## config.mk

```make
export PLATFORM = sky130hd
export DESIGN_NAME = spi_master_gen2
export DESIGN_NICKNAME = d
export VERILOG_FILES = /design/src/rtl/spi_gen2_pkg.sv /design/src/rtl/spi_master_gen2_sclk_gen.sv /design/src/rtl/spi_master_gen2.sv
export SDC_FILE = /design/constraint.sdc
export NUM_CORES = 1
export LEC_CHECK = 0
export CAP_MARGIN = 20
export CORE_MARGIN = 2
export CORE_UTILIZATION = 53
export DETAILED_ROUTE_END_ITERATION = 8
export GPL_TIMING_DRIVEN = 0
export MAX_ROUTING_LAYER = met4
export PLACE_DENSITY = 0.79
export SKIP_CTS_REPAIR_TIMING = 1
export SYNTH_ARGS = -nofsm -noshare
export SYNTH_HDL_FRONTEND = slang
export SYNTH_SLANG_ARGS = --single-unit
```

## constraint.sdc

```tcl
create_clock -name i_spi_master_gen2_clk -period 2.7 [get_ports i_spi_master_gen2_clk]
set_clock_uncertainty 0.05 [all_clocks]
set_input_delay 0.54 -clock i_spi_master_gen2_clk [delete_from_list [all_inputs] [get_ports i_spi_master_gen2_clk]]
set_output_delay 0.54 -clock i_spi_master_gen2_clk [all_outputs]
set_load 0.01 [all_outputs]
```

## src/rtl/spi_gen2_pkg.sv

```systemverilog
// Shared definitions for the gen2 SPI master: FSM encoding, SPI mode constants,
// and the slave-index width helper.
package spi_gen2_pkg;

  localparam logic [2:0] ST_IDLE  = 3'd0;
  localparam logic [2:0] ST_SETUP = 3'd1;
  localparam logic [2:0] ST_XFER  = 3'd2;
  localparam logic [2:0] ST_HOLD  = 3'd3;
  localparam logic [2:0] ST_DONE  = 3'd4;

  // {cpol, cpha}
  localparam logic [1:0] SPI_MODE0 = 2'b00;
  localparam logic [1:0] SPI_MODE1 = 2'b01;
  localparam logic [1:0] SPI_MODE2 = 2'b10;
  localparam logic [1:0] SPI_MODE3 = 2'b11;

  function automatic int ss_width(input int n);
    return (n > 1) ? $clog2(n) : 1;
  endfunction

endpackage

```

## src/rtl/spi_master_gen2_sclk_gen.sv

```systemverilog
// SCLK generator: half-period counter, SCLK edge index and the SCLK register.
// Strobes are combinational and coincide with the clock edge that toggles sclk.
module spi_sclk_gen #(
  parameter int DATA_W = 8,
  parameter int DIV_W  = 8
) (
  input  logic             gclk,
  input  logic             grst_n,
  input  logic             load,
  input  logic             cpol,
  input  logic             run,
  input  logic             xfer,
  input  logic [DIV_W-1:0] div,
  output logic             sclk,
  output logic             tick,
  output logic             lead,
  output logic             trail,
  output logic             last
);

  localparam int EW = $clog2(2*DATA_W);

  logic [DIV_W-1:0] cnt;
  logic [EW-1:0]    edge_idx;

  // cnt never passes div, so div = all-ones needs no wrap handling
  assign tick  = run && (cnt == div);
  assign lead  = tick && xfer && !edge_idx[0];
  assign trail = tick && xfer &&  edge_idx[0];
  assign last  = (edge_idx == EW'(2*DATA_W-1));

  always_ff @(posedge gclk or negedge grst_n) begin
    if (!grst_n) begin
      cnt      <= '0;
      edge_idx <= '0;
      sclk     <= 1'b0;
    end else if (load) begin
      cnt      <= '0;
      edge_idx <= '0;
      sclk     <= cpol;
    end else if (run) begin
      cnt <= tick ? '0 : cnt + 1'b1;
      if (tick && xfer) begin
        sclk     <= ~sclk;
        edge_idx <= edge_idx + 1'b1;
      end
    end
  end

endmodule

```

## src/rtl/spi_master_gen2.sv

```systemverilog
// Parametrised SPI master with run-time CPOL/CPHA, SCLK divider and one-hot-low selects.
// Optional internal loopback (mosi -> sampler, selects held high): SPI_MASTER_GEN2_LOOPBACK_EN.
module spi_master_gen2 import spi_gen2_pkg::*; #(
  parameter  int DATA_W = 8,
  parameter  int NUM_SS = 4,
  parameter  int DIV_W  = 8,
  localparam int SS_W   = ss_width(NUM_SS)
) (
  input  logic              i_spi_master_gen2_clk,
  input  logic              i_spi_master_gen2_rst_n,
  input  logic              i_spi_master_gen2_start,
  input  logic [DATA_W-1:0] i_spi_master_gen2_tx_data,
  input  logic [SS_W-1:0]   i_spi_master_gen2_ss_sel,
  input  logic              i_spi_master_gen2_cpol,
  input  logic              i_spi_master_gen2_cpha,
  input  logic [DIV_W-1:0]  i_spi_master_gen2_clk_div,
  input  logic              i_spi_master_gen2_miso,
`ifdef SPI_MASTER_GEN2_LOOPBACK_EN
  input  logic              i_spi_master_gen2_loopback,
`endif
  output logic [DATA_W-1:0] o_spi_master_gen2_rx_data,
  output logic              o_spi_master_gen2_done,
  output logic              o_spi_master_gen2_busy,
  output logic              o_spi_master_gen2_sclk,
  output logic              o_spi_master_gen2_mosi,
  output logic [NUM_SS-1:0] o_spi_master_gen2_ss_n
);

  logic [2:0]        state;
  logic [DATA_W-1:0] tx_sr, rx_sr;
  logic [DIV_W-1:0]  div_q;
  logic              cpha_q;
  logic              tick, lead, trail, last;
  logic              run, xfer, accept, shift, sample, sample_in;
  logic [31:0]       sel_ext;
  logic [NUM_SS-1:0] sel_mask;

  assign sel_ext = 32'(i_spi_master_gen2_ss_sel);
  // DONE counts as idle so a start there chains the next frame without a gap
  assign accept  = i_spi_master_gen2_start && (state == ST_IDLE || state == ST_DONE)
                   && (sel_ext < 32'(NUM_SS));
  assign run     = (state == ST_SETUP) || (state == ST_XFER) || (state == ST_HOLD);
  assign xfer    = (state == ST_XFER);
  assign shift   = cpha_q ? lead : (trail && !last);
  assign sample  = cpha_q ? trail : lead;

`ifdef SPI_MASTER_GEN2_LOOPBACK_EN
  logic lb_q;
  assign sample_in = lb_q ? o_spi_master_gen2_mosi : i_spi_master_gen2_miso;
  assign sel_mask  = i_spi_master_gen2_loopback ? '1
                   : ~(NUM_SS'(1) << i_spi_master_gen2_ss_sel);
  always_ff @(posedge i_spi_master_gen2_clk or negedge i_spi_master_gen2_rst_n) begin
    if (!i_spi_master_gen2_rst_n) lb_q <= 1'b0;
    else if (accept)              lb_q <= i_spi_master_gen2_loopback;
  end
`else
  assign sample_in = i_spi_master_gen2_miso;
  assign sel_mask  = ~(NUM_SS'(1) << i_spi_master_gen2_ss_sel);
`endif

  spi_sclk_gen #(.DATA_W(DATA_W), .DIV_W(DIV_W)) u_sclk_gen (
    .gclk   (i_spi_master_gen2_clk),
    .grst_n (i_spi_master_gen2_rst_n),
    .load   (accept),
    .cpol   (i_spi_master_gen2_cpol),
    .run    (run),
    .xfer   (xfer),
    .div    (div_q),
    .sclk   (o_spi_master_gen2_sclk),
    .tick   (tick),
    .lead   (lead),
    .trail  (trail),
    .last   (last)
  );

  always_ff @(posedge i_spi_master_gen2_clk or negedge i_spi_master_gen2_rst_n) begin
    if (!i_spi_master_gen2_rst_n) begin
      state                     <= ST_IDLE;
      tx_sr                     <= '0;
      rx_sr                     <= '0;
      div_q                     <= '0;
      cpha_q                    <= 1'b0;
      o_spi_master_gen2_rx_data <= '0;
      o_spi_master_gen2_done    <= 1'b0;
      o_spi_master_gen2_busy    <= 1'b0;
      o_spi_master_gen2_mosi    <= 1'b0;
      o_spi_master_gen2_ss_n    <= '1;
    end else begin
      o_spi_master_gen2_done <= 1'b0;
      if (accept) begin
        state                  <= ST_SETUP;
        div_q                  <= i_spi_master_gen2_clk_div;
        cpha_q                 <= i_spi_master_gen2_cpha;
        o_spi_master_gen2_busy <= 1'b1;
        o_spi_master_gen2_ss_n <= sel_mask;
        // CPHA=0 presents the MSB before the first edge; CPHA=1 drives it on edge 0
        if (i_spi_master_gen2_cpha) begin
          tx_sr <= i_spi_master_gen2_tx_data;
        end else begin
          o_spi_master_gen2_mosi <= i_spi_master_gen2_tx_data[DATA_W-1];
          tx_sr                  <= i_spi_master_gen2_tx_data << 1;
        end
      end else begin
        case (state)
          ST_SETUP: if (tick) state <= ST_XFER;
          ST_XFER: begin
            if (shift) begin
              o_spi_master_gen2_mosi <= tx_sr[DATA_W-1];
              tx_sr                  <= tx_sr << 1;
            end
            if (sample) rx_sr <= {rx_sr[DATA_W-2:0], sample_in};
            if (tick && last) state <= ST_HOLD;
          end
          ST_HOLD: if (tick) begin
            state                     <= ST_DONE;
            o_spi_master_gen2_done    <= 1'b1;
            o_spi_master_gen2_busy    <= 1'b0;
            o_spi_master_gen2_ss_n    <= '1;
            o_spi_master_gen2_rx_data <= rx_sr;
          end
          default: state <= ST_IDLE;
        endcase
      end
    end
  end

endmodule

```

* After elaboration in Yosys (flattened, before gate mapping)
Index checks and enable logic that the tools add are counted.
** Storage, ports and cells
- Input port bits :: 24
- Word-level logic and storage cells :: 90
- Output and inout bits :: 16
- Register bits :: 56
** Cells by class
- Reductions and logical operators :: 27
- Mux-type cells :: 33
- Shift operators :: 1
- Bitwise logic cells :: 3
- Magnitude comparators :: 1
- Add/subtract/negate cells :: 2
- Equality and inequality tests :: 10
** Operator list (number)
- two-way mux 8 bit :: 7
- two-way mux 4 bit :: 6
- two-way mux 1 bit :: 15
- two-way mux 3 bit :: 4
- AND reduction 3 bit :: 4
- nonzero test 2 bit :: 6
- inequality test 3 bit (second input constant) :: 3
- case mux 3 bit (3 select lines) :: 1
- adder 8 x 1 -> 8 bit (second input constant) :: 1
- equality test 8 bit :: 1
- logical AND 1 bit :: 8
- equality test 3 x 2 -> 1 bit (second input constant) :: 2
- AND reduction 2 bit :: 3
- adder 4 x 1 -> 4 bit (second input constant) :: 1
- equality test 4 bit (second input constant) :: 1
- NOT 4 bit :: 1
- << shifter 1 x 2 -> 4 bit (first input constant) :: 1
- equality test 3 x 1 -> 1 bit (second input constant) :: 1
- equality test 3 bit (second input constant) :: 1
- zero test 3 bit :: 1
- logical OR 1 bit :: 3
- less-than comparator 2 x 3 -> 1 bit (second input constant) :: 1
- zero test 1 bit :: 2
- inequality test 2 bit (second input constant) :: 1
- NOT 1 bit :: 2

* Longest topological paths before layout
- Word-level depth :: 11
- Mapped depth :: 7
- Gate-level depth less buffers :: 6

* By module
From an unflattened synthesis, not the netlist that was laid out.
** Unflattened totals
- Cells, all modules :: 252
- Area, all modules :: 2780.2 sq um
** By module, submodules not included
- spi_master_gen2 :: instances 1, cells an instance 162, area an instance 1863.0 sq um
- spi_sclk_gen :: instances 1, cells an instance 90, area an instance 917.1 sq um

* Worst setup path after synthesis
OpenSTA, ideal clock, no wires.
- Path type :: flip-flop to flip-flop
- Start point :: reg u_sclk_gen.cnt[0]
- End point :: reg rx_sr[0]
- Buffers on the path :: 0
- Cell stages (with the launch flop) :: 6
- Setup slack :: 0.379 ns
- Period minus slack after synthesis :: 2.321 ns
- Arrival time :: 2.146 ns
- Path through :: dfrtp_1 -> xor2_1 -> nor4_2 -> nand2_2 -> nor4_4 -> mux2_2
** On the way
- Longest elaborated chain between the ends :: 6
** RTL lines
- start: declaration :: line spi_master_gen2_sclk_gen.sv:23 : logic [DIV_W-1:0] cnt;
- start signal: assignment :: line spi_master_gen2_sclk_gen.sv:42 : cnt <= tick ? '0 : cnt + 1'b1;
- equality test 8 bit (*) :: line spi_master_gen2_sclk_gen.sv:27 : assign tick = run && (cnt == div);
- logical AND 1 bit (*) :: line spi_master_gen2_sclk_gen.sv:27
- logical AND 1 bit (*) :: line spi_master_gen2_sclk_gen.sv:28, spi_master_gen2_sclk_gen.sv:29
- logical AND 1 bit, on equally long branches :: line spi_master_gen2_sclk_gen.sv:28, spi_master_gen2_sclk_gen.sv:29
- two-way mux 1 bit (*) :: line spi_master_gen2.sv:45 : assign sample = cpha_q ? trail : lead;
- AND reduction 3 bit (no line) (*)
- end signal: assignment :: line spi_master_gen2.sv:111 : if (sample) rx_sr <= {rx_sr[DATA_W-2:0], sample_in};
- end: declaration :: line spi_master_gen2.sv:30 : logic [DATA_W-1:0] tx_sr, rx_sr;
Every way passes the cells marked *; elsewhere a longest branch is shown, timed or not.
A chain may end at the register's enable or synchronous reset.

* Worst setup path after layout
- Start point :: reg u_sclk_gen.cnt[2]
- End point :: reg o_spi_master_gen2_rx_data[4]
** On the way
- Longest elaborated chain between the ends :: 3
** RTL lines
- equality test 8 bit :: line spi_master_gen2_sclk_gen.sv:27
- logical AND 1 bit :: line spi_master_gen2_sclk_gen.sv:27
- AND reduction 3 bit (no line)
- end signal: assignment :: line spi_master_gen2.sv:119 : o_spi_master_gen2_rx_data <= rx_sr;
- end: declaration :: line spi_master_gen2.sv:21 : output logic [DATA_W-1:0] o_spi_master_gen2_rx_data,
Every way passes these cells.

==> flow_summary_export.csv <==
group,metric,value,unit
status,status,"completed",
min_path,hold_class,"primary input to asynchronous set/reset pin",
global_routing,grt_antenna_before_repair,0,
clocking,cts_sinks,56,
clocking,cts_max_level,2,
synthesis,synth_seq_cells,56,
sta,relSlewSlack,54.4,%
clocking,cts_buffer_depth,2,
detailed_routing,vias,1894,
detailed_routing,drtIter0Drc,143,
clocking,clk_pin_slew,0.09,ns
synthesis,synth_compound_area_share,8.47,%
power,power.density,852,nW/um2
power,peakVddDrop,457,uV
synthesis,netlist_area,2580,um2
sta,finalCritPeriodShare,94.9,%
floorplanning,fp.dieArea,5450,um2
placement,place.gp.congestion,0.745,
detailed_routing,wire_per_inst,14.8,um
global_routing,grt_pass1_wl,8640,um
detailed_routing,ant_nets,0,
sta,post-route-min-period,2.56,ns
critical_path,required,2.85,ns
critical_path,crit_type,"flip-flop to flip-flop",
clocking,clk_latency,0.31,ns
detailed_routing,drt-total-wl,5150,um
synthesis,synthDistinctLibCells,33,
placement,portBuffers,39,
sta,tightest_slew,0.682,ns
layout,fill_cells,384,
critical_path,path_max_fanout,10,
clocking,root_buffer,"clkbuf_8",
clocking,numCtsBuffers,5,
global_routing,grtUsageTotal,21.7,%
global_routing,grt-ovfl-total,0,
critical_path,crit_start,"u_sclk_gen.cnt[2]",
layout,final_nets,306,
floorplanning,dieHeight,73.8,um
sta,fin_setup_tns,0,ns
floorplanning,dieWidth,73.8,um
layout,diodes,0,
critical_path,crit_arrival,2.72,ns
synthesis,synthSimpleGateAreaFrac,17.6,%
floorplanning,ios,40,
floorplanning,core,4720,um2
power,leakage,0.00147,uW
run,max-cap-violations,0,
sta,final_max_slew_viol_count,0,
placement,place_area,3070,um2
global_routing,grt_pass1_vias,1927,
critical_path,rrSetupSlack,0.14,ns
layout,final_common_cell,"dfrtp_1",
layout,layout_common_cells,"dfrtp_1 (52), clkdlybuf4s50_1 (38), nand2_1 (35)",
synthesis,synthMuxAreaShare,11.3,%
detailed_routing,drc_errors,0,
global_routing,grt_max_degree,37,
synthesis,synth_fa_ha_area_share,0.969,%
synthesis,ys_warn_count,0,
detailed_routing,avgViaCountPerCell,5.44,
sta,grt_setup_unrepaired,"no",
critical_path,start_kind,"flip-flop",
synthesis,syn_area_per_cell,11.1,um2
clocking,cts_tree,"built",
synthesis,synth_xor_area_share,5.76,%
detailed_routing,firstDrtPassIters,4,
critical_path,r2r-start,"u_sclk_gen.cnt[2]",
sta,timing.final.hold_violations,0,
layout,design_area,3180,um2
sta,setup_viol,0,
synthesis,synth_top_family_by_area,"simple AND/OR/NAND/NOR gates",
critical_path,crit_path_end_kind,"flip-flop",
synthesis,syn_nets,259,
floorplanning,initial_core_util,54.7,%
layout,area_growth,23.2,%
synthesis,seq_area_frac_synth,54.4,%
sta,fmax,390,MHz
placement,dp_hpwl,3730,um
floorplanning,rows,25,
layout,layout-drive-gt1-share,13.9,%
synthesis,synth_cells,233,
-- metal layers --
layer	wire length [um]	global-route usage (%)	share of wire, %
met1	2330	27.6	45
met5	0	-	0
met3	170	3.43	3.3
met2	2550	34.0	50
met4	98	10.3	1.9
-- state kept, by name, indices dropped and copies added (netlist names), 3 cells and up --
signal	cells
u_sclk_gen.edge_idx	4
state	3
rx_sr	8
o_spi_master_gen2_rx_data	8
u_sclk_gen.cnt	8
o_spi_master_gen2_ss_n	4
tx_sr	8
div_q	8
-- kinds of logic after synthesis --
kind of cell,count (synthesis)
adder cells (fa/ha/maj),2
flip-flops,56
XOR/XNOR,17
AO/OA/AOI/OAI,33
AND/OR/NAND/NOR,88
buffers and inverters,10
multiplexers,27
-- cell usage after synthesis --
| cell | count | area, um2 |
|---|---|---|
| nor4_2 | 2 | 25.0 |
| o31a_1 | 5 | 43.8 |
| nand2_2 | 1 | 6.26 |
| or2_2 | 1 | 6.26 |
| nor3b_1 | 2 | 15.0 |
| a211oi_1 | 8 | 60.1 |
| nand2_1 | 35 | 131 |
| dfrtp_1 | 52 | 1300 |
| xor2_1 | 16 | 140 |
| buf_2 | 1 | 5.00 |
| o31ai_1 | 1 | 7.51 |
| or3_1 | 2 | 12.5 |
| o221ai_1 | 1 | 8.76 |
| nand3b_1 | 3 | 22.5 |
| dfstp_2 | 4 | 105 |
| a31oi_1 | 1 | 6.26 |
| nand4_1 | 5 | 31.3 |
| a22o_1 | 1 | 8.76 |
| and4_2 | 1 | 10.0 |
| nor3_1 | 1 | 5.00 |
| nor2_1 | 14 | 52.6 |
| nor4_4 | 1 | 21.3 |
| clkbuf_1 | 9 | 33.8 |
| nand3_1 | 10 | 50.1 |
| nor2b_1 | 9 | 56.3 |
| mux2i_1 | 10 | 100 |
| a211o_1 | 1 | 8.76 |
| mux2_2 | 17 | 191 |
| xnor2_1 | 1 | 8.76 |
| ha_1 | 2 | 25.0 |
| or3b_2 | 1 | 8.76 |
| a21oi_1 | 9 | 45.0 |
| o21ai_0 | 6 | 30.0 |
-- final cells by class --
| cell class | instances | area [um2] | area share [%] |
|---|---|---|---|
| timing repair buffer | 40 | 405 | 12.7 |
| multi-input combinational | 167 | 1160 | 36.3 |
| buffer | 10 | 38.8 | 1.22 |
| clock buffer | 6 | 82.6 | 2.59 |
| sequential | 56 | 1410 | 44.2 |
| tap | 67 | 83.8 | 2.63 |
| clock inverter | 2 | 10.0 | 0.314 |
-- worst paths after layout --
kind | end | cells after the start
min | u_sclk_gen.sclk | 1
min in group i_spi_master_gen2_clk | tx_sr[0] | 2
max reg2reg | o_spi_master_gen2_rx_data[4] | 6
max | o_spi_master_gen2_rx_data[4] | 6
min reg2reg | tx_sr[0] | 2
max in group asynchronous | o_spi_master_gen2_ss_n[1] | 2
-- report_power, final --
group          leakage (uW)  switching [uW]  internal, uW  total, uW
sequential         0.000714             206          1100       1310
clock             0.0000510             269           205        474
combinational      0.000701             496           434        930
total               0.00147             971          1740       2710
-- worst max-delay path: stages, from the launching register on --
cell     delay, ns
dfrtp_1       0.47
xor2_1        0.22
nor4_4        0.50
nand2_2       0.20
nor2_1        0.33
buf_2         0.31
mux2_2        0.36
-- per-stage QoR --
step / std cells / util (%) / worst slack, ns / power (uW) / hold slack [ns]
2_1_floorplan: 233 / - / 0.379 / 1870 / 0.194
3_3_place_gp: 339 / 64.7 / -0.651 / 2140 / 0.431
3_5_place_dp: 340 / 65.1 / -0.129 / 2190 / 0.438
4_1_cts: 348 / 67.0 / -0.0688 / 2670 / 0.137
5_1_grt: 348 / 67.4 / 0.0206 / 2890 / 0.164
6_report: 348 / 67.4 / 0.138 / 2710 / 0.129
No activity file was read; power rests on OpenSTA's default activity.
